[src/rtl/sm3_eng_arb.sv]
// sm3_eng_arb: round-robin sharing of one SM3 engine among NREQ masters.
// Grants a whole message, then waits for the digest and returns it tagged.
module sm3_eng_arb #(
   parameter int          NREQ    = 4,
   parameter int          IDW     = 2,
   parameter logic [15:0] TMO_CYC = 16'd1023
) (
   input  logic                 clk,
   input  logic                 rst_n,
   input  logic [NREQ*64-1:0]   req_dat_i,
   input  logic [NREQ-1:0]      req_vld_i,
   input  logic [NREQ-1:0]      req_lst_i,
   output logic [NREQ-1:0]      req_rdy_o,
   output logic [63:0]          eng_inpt_dat_o,
   output logic                 eng_inpt_vld_o,
   output logic                 eng_inpt_lst_o,
   input  logic                 eng_inpt_rdy_i,
   input  logic [255:0]         eng_res_i,
   input  logic                 eng_res_vld_i,
   output logic [255:0]         res_o,
   output logic                 res_vld_o,
   output logic [IDW-1:0]       res_id_o,
   output logic                 res_err_o,
   output logic                 busy_o
);

   localparam int IW = IDW + 1;

   typedef enum logic [1:0] {
      IDLE = 2'd0,
      XFER = 2'd1,
      WAIT = 2'd2
   } state_t;

   state_t           state_q, state_d;
   logic [IDW-1:0]   gnt_id_q, gnt_id_d;
   logic [IDW-1:0]   rr_ptr_q, rr_ptr_d;
   logic [15:0]      cnt_q, cnt_d;
   logic [255:0]     res_q, res_d;
   logic             res_vld_q, res_vld_d;
   logic [IDW-1:0]   res_id_q, res_id_d;
   logic             res_err_q, res_err_d;

   logic [IW-1:0]    idx;
   logic [IDW-1:0]   pick_id;
   logic             pick_vld;
   logic             g_vld;
   logic             g_lst;
   logic [63:0]      g_dat;
   logic             tmo;

   // Round-robin search starting just after the last completed requester
   always_comb begin
      idx      = '0;
      pick_id  = '0;
      pick_vld = 1'b0;
      for (int i = 1; i <= NREQ; i++) begin
         idx = {1'b0, rr_ptr_q} + IW'(i);
         if (idx >= IW'(NREQ)) begin
            idx = idx - IW'(NREQ);
         end
         if (!pick_vld && req_vld_i[idx[IDW-1:0]]) begin
            pick_vld = 1'b1;
            pick_id  = idx[IDW-1:0];
         end
      end
   end

   // Signals of the currently granted requester
   always_comb begin
      g_vld = req_vld_i[gnt_id_q];
      g_lst = req_lst_i[gnt_id_q];
      g_dat = req_dat_i[{gnt_id_q, 6'd0} +: 64];
      tmo   = (cnt_q == (TMO_CYC - 16'd1));
   end

   // State register
   always_ff @(posedge clk or negedge rst_n) begin
      if (!rst_n) begin
         state_q <= IDLE;
      end else begin
         state_q <= state_d;
      end
   end

   // Datapath registers: grant, fairness pointer, wait counter, result
   always_ff @(posedge clk or negedge rst_n) begin
      if (!rst_n) begin
         gnt_id_q  <= '0;
         rr_ptr_q  <= IDW'(NREQ - 1);
         cnt_q     <= '0;
         res_q     <= '0;
         res_vld_q <= 1'b0;
         res_id_q  <= '0;
         res_err_q <= 1'b0;
      end else begin
         gnt_id_q  <= gnt_id_d;
         rr_ptr_q  <= rr_ptr_d;
         cnt_q     <= cnt_d;
         res_q     <= res_d;
         res_vld_q <= res_vld_d;
         res_id_q  <= res_id_d;
         res_err_q <= res_err_d;
      end
   end

   // Next-state and register update logic
   always_comb begin
      state_d   = state_q;
      gnt_id_d  = gnt_id_q;
      rr_ptr_d  = rr_ptr_q;
      cnt_d     = cnt_q;
      res_d     = res_q;
      res_vld_d = 1'b0;
      res_id_d  = res_id_q;
      res_err_d = 1'b0;
      unique case (state_q)
         IDLE: begin
            if (pick_vld) begin
               gnt_id_d = pick_id;
               state_d  = XFER;
            end
         end
         XFER: begin
            if (g_vld && eng_inpt_rdy_i && g_lst) begin
               rr_ptr_d = gnt_id_q;
               state_d  = WAIT;
            end
         end
         WAIT: begin
            cnt_d = cnt_q + 16'd1;
            // A digest arriving on the timeout cycle still counts as success
            if (eng_res_vld_i) begin
               res_d     = eng_res_i;
               res_vld_d = 1'b1;
               res_id_d  = gnt_id_q;
               cnt_d     = '0;
               state_d   = IDLE;
            end else if (tmo) begin
               res_err_d = 1'b1;
               res_id_d  = gnt_id_q;
               cnt_d     = '0;
               state_d   = IDLE;
            end
         end
         default: begin
            state_d = IDLE;
         end
      endcase
   end

   // Output logic: zero-latency forwarding of the granted port in XFER
   always_comb begin
      req_rdy_o      = '0;
      eng_inpt_dat_o = '0;
      eng_inpt_vld_o = 1'b0;
      eng_inpt_lst_o = 1'b0;
      if (state_q == XFER) begin
         eng_inpt_dat_o      = g_dat;
         eng_inpt_vld_o      = g_vld;
         eng_inpt_lst_o      = g_lst & g_vld;
         req_rdy_o[gnt_id_q] = eng_inpt_rdy_i;
      end
   end

   assign res_o     = res_q;
   assign res_vld_o = res_vld_q;
   assign res_id_o  = res_id_q;
   assign res_err_o = res_err_q;
   assign busy_o    = (state_q != IDLE);

endmodule
[config.mk]
export PLATFORM = sky130hd
export DESIGN_NAME = sm3_eng_arb
export DESIGN_NICKNAME = d
export VERILOG_FILES = /design/src/rtl/sm3_eng_arb.sv
export SDC_FILE = /design/constraint.sdc
export NUM_CORES = 1
export LEC_CHECK = 0
export CORE_AREA = 2 2 332 334
export CTS_BUF_LIST = sky130_fd_sc_hd__clkbuf_4
export CTS_CLUSTER_DIAMETER = 60
export DETAILED_ROUTE_END_ITERATION = 10
export DIE_AREA = 0 0 334 336
export GPL_ROUTABILITY_DRIVEN = 1
export RECOVER_POWER = 100
export SLEW_MARGIN = 30
export SYNTH_ARGS = -nofsm -noshare
export SYNTH_HDL_FRONTEND = slang
export SYNTH_SLANG_ARGS = --single-unit
[constraint.sdc]
create_clock -name clk -period 2.6 [get_ports clk]
set_input_delay 0.52 -clock clk [delete_from_list [all_inputs] [get_ports clk]]
set_output_delay 0.52 -clock clk [all_outputs]
set_load 0.05 [all_outputs]
==> PnR_summary.wiki <==
{| class="wikitable"
! Metric !! Value
|-
| Number of standard cells after synthesis || 838
|-
| Static Leak || 10.9 nW
|-
| Clock buffers created by TritonCTS || 83
|-
| Post-layout minimum cycle time || 3.08 ns
|-
| Buffers added on ports || 854
|-
| Cell taking the most area after synthesis || dfrtp_1
|-
| WP data arrival || 2.56 ns
|-
| Largest net degree at the start of global routing || 71
|-
| Detailed-route wire length per cell || 23.4 um
|-
| R2r setup slk || -0.26 ns
|-
| Critical path fanouts, max || 10
|-
| Area share of the largest cell type after synthesis || 53.9%
|-
| Top library cells by usage in the layout, fill and taps aside || clkdlybuf4s50_1 (528), dfrtp_1 (277), dlygate4sd2_1 (245)
|-
| Source-to-sink clock delay at the later pin of the worst-skew pair || 0.86 ns
|-
| Total negative setup slack || -60.24 ns
|-
| Synth Warn # || 0
|-
| Storage cell area || 7070 um^2
|-
| Total Routed Length || 76700 um
|-
| Cells along the critical path || buf_12 -> buf_4 -> mux4_2 -> and2_1 -> buf_4
|-
| Synth top area cells || dfrtp_1 (54%), mux2_2 (19%), mux4_2 (11%)
|-
| Origin of the critical flop-to-flop path || state_q[1]
|-
| Slowest stage delay, CP || 0.55 ns
|-
| TritonCTS clock tree || built
|-
| Number of DRC markers in iteration 0 || 469
|-
| Remaining antenna violation count after routing || 0
|-
| Number of iterations in the first detailed-routing pass || 4
|-
| Data required, critical path || 2.08 ns
|-
| Number of antenna violations at the first check in global routing || 63
|-
| Total I/O pin count || 855
|-
| Via-to-Cell Ratio || 3.61
|-
| Seq cells post-synth || 282
|-
| CP endpoint || eng_inpt_dat_o[35]
|-
| Hold Crit Class || input port to flip-flop
|-
| Routability congestion estimate from global placement || 0.816
|-
| Row cnt || 121
|-
| Slew at the pin closest to its max-slew limit || 2.03 ns
|-
| Number of pins with negative max-slew slack in the final report || 71
|-
| Worst IR drop on VDD || 0.767 mV
|-
| Final number of setup-violating endpoints || 294
|-
| Ys flop type || dfrtp_1
|-
| Buffer type at the clock tree root || clkbuf_4
|-
| Number of max-capacitance violations reported || 1
|-
| Count of unique library cells instantiated by Yosys || 49
|-
| Clk sinks || 282
|-
| Violations in the final reports || max-capacitance violations, max-slew violations, negative setup slack
|-
| Number of global-route vias before repair || 12400
|-
| Async SR Flop Fraction || 100%
|-
| Slew margin rel. || -35.3%
|-
| Total power per unit cell area || 1220 nW/um^2
|-
| Core Area || 108000 um^2
|-
| Starting density of the core || 12.0%
|-
| Multi-input combinational cell area || 5590 um^2
|-
| Share of the yosys chip area belonging to registers || 54.3%
|-
| Buffer levels on the longest clock path || 3
|-
| Residual DRC || 0
|-
| Most common library cell in the layout ignoring fill and taps || clkdlybuf4s50_1
|-
| Class of the most critical setup path || flip-flop to output port
|-
| Total via count in the routed design || 11800
|-
| Critical Path Source || gnt_id_q[0]
|-
| Nature of the critical path endpoint || output port
|-
| Filler Cells Inserted || 11800
|-
| Wire length of the first global-routing pass || 103000 um
|-
| Half-perimeter wire length after detailed placement || 64300 um
|-
| Share of cells above drive strength 1 || 32.7%
|-
| Largest clock skew in the final design || 0.0599 ns
|-
| Hold violation count in the final report || 0
|-
| Final global-route overflow total || 0
|-
| Syn Area/Cell || 15.5 um^2
|-
| Height of the die || 336 um
|-
| Cell count of the worst reg-to-reg path || 5
|-
| Full die area || 112000 um^2
|-
| End of the worst register-to-register path || res_o[134]
|-
| Cell occurring most often along the worst timing path || buf_4
|-
| Maximum clock frequency || 0.325 GHz
|-
| Worst path slowest cell || mux4_2
|-
| Global-route total usage across every layer || 13.2%
|-
| Clock-pin slew of the registers on the worst-case setup and hold paths || 0.07 ns
|-
| EDFF count, synth || 0
|-
| Post-route worst setup slack || -0.477 ns
|-
| Worst hold slack after final layout || 0.253 ns
|-
| Number of H-tree branching levels || 3
|-
| Final Cycle Share || 118%
|-
| Setup repair after global routing missed its margin || yes
|-
| Worst Setup Start Kind || flip-flop
|-
| Synth-to-layout area growth || 88.3%
|-
| Outcome || complete, but fails checks
|-
| Post-synthesis cell area || 13000 um^2
|-
| Number of nets in the layout || 2313
|-
| Depth of the worst hold-timing path || 2
|-
| Net count after synthesis || 1364
|-
| Die extent in x || 334 um
|}
## critical path: cells and delay by family, from the launching register on
kind	cells	cell delay, ns
flip-flops	1	0.43
multiplexers	1	0.55
AND/OR/NAND/NOR	1	0.18
buffers and inverters	3	0.54
## power breakdown
part | switching, W | internal, W
clock network | 0.00211 | 0.00212
registers | 0.000898 | 0.00611
logic | 0.0120 | 0.00672
## through the flow
step	worst slack, ns	area (um^2)	util [%]	instances	total power [W]
global route	-0.630	24500	22.6	3269	0.0314
global placement	0.0707	23400	21.6	3102	0.0261
finish	-0.477	24500	22.6	3279	0.0300
CTS	-0.623	24500	22.6	3258	0.0303
detailed placement	0.0791	23400	21.6	3102	0.0262
floorplan	-0.145	13000	-	838	0.0189
## metal layers
layer,vias to the layer above,share of wire (%),GRT usage [%]
met3,173,8.5,5.13
met4,30,2.5,4.17
met5,-,0.23,0
li1,5076,-,-
met1,5916,38,14.6
met2,644,50,23.3
## synthesized netlist by cell type, types with 7 or more instances
cell type  instances
buf_2             10
mux4_2            66
buf_6             26
nand3_1           11
o21ai_0            7
dfrtp_1          280
nand4_1            7
and2_1            66
mux2_1            39
nand2_1           15
mux2_2           220
nor2_1            12
clkbuf_1          15
## cell families (layout without fill, tap and decap cells)
family	count (synthesis)	in the layout	synth area share (%)
buffers and inverters	59	1067	3.42
AO/OA/AOI/OAI	21	21	1.23
other	0	19	0
AND/OR/NAND/NOR	140	140	6.36
XOR/XNOR	7	7	0.471
multiplexers	327	327	34.0
adder cells (fa/ha/maj)	2	2	0.192
flip-flops	282	282	54.3
## layout make-up
class	instances	area share, %
Multi-Input combinational cell	497	22.8
Tap cell	1414	7.22
Sequential cell	282	28.9
Inverter	4	0.0613
Clock buffer	112	3.43
Timing Repair Buffer	919	36.7
Clock inverter	32	0.746
Antenna cell	19	0.194
## state kept, by name (all words and copies together), names as in the netlist
| register | cells |
|---|---|
| res_id_o | 2 |
| res_vld_o | 1 |
| cnt_q | 16 |
| state_q | 2 |
| res_o | 256 |
| rr_ptr_q | 2 |
| res_err_o | 1 |
| gnt_id_q | 2 |
## what timing repair did
action | 4_1_cts | 5_1_grt
buffers inserted | 9 | 1
pin swaps | 1 | 0
setup endpoints to repair | 316 | 72
hold endpoints to repair | 61 | 0
gates resized for setup | 293 | 33
cloned | 2 | 1
hold buffers | 1 | 0
## worst min path at each step
| stage | start | end |
|---|---|---|
| finish | eng_res_i[235] | res_o[235] |
| floorplan | rst_n | cnt_q[0] |
| CTS | eng_res_i[235] | res_o[235] |
| detailed placement | res_o[228] | res_o[228] |
| global route | eng_res_i[234] | res_o[234] |
| global placement | res_o[147] | res_o[147] |
(Power assumes the default switching activity.)
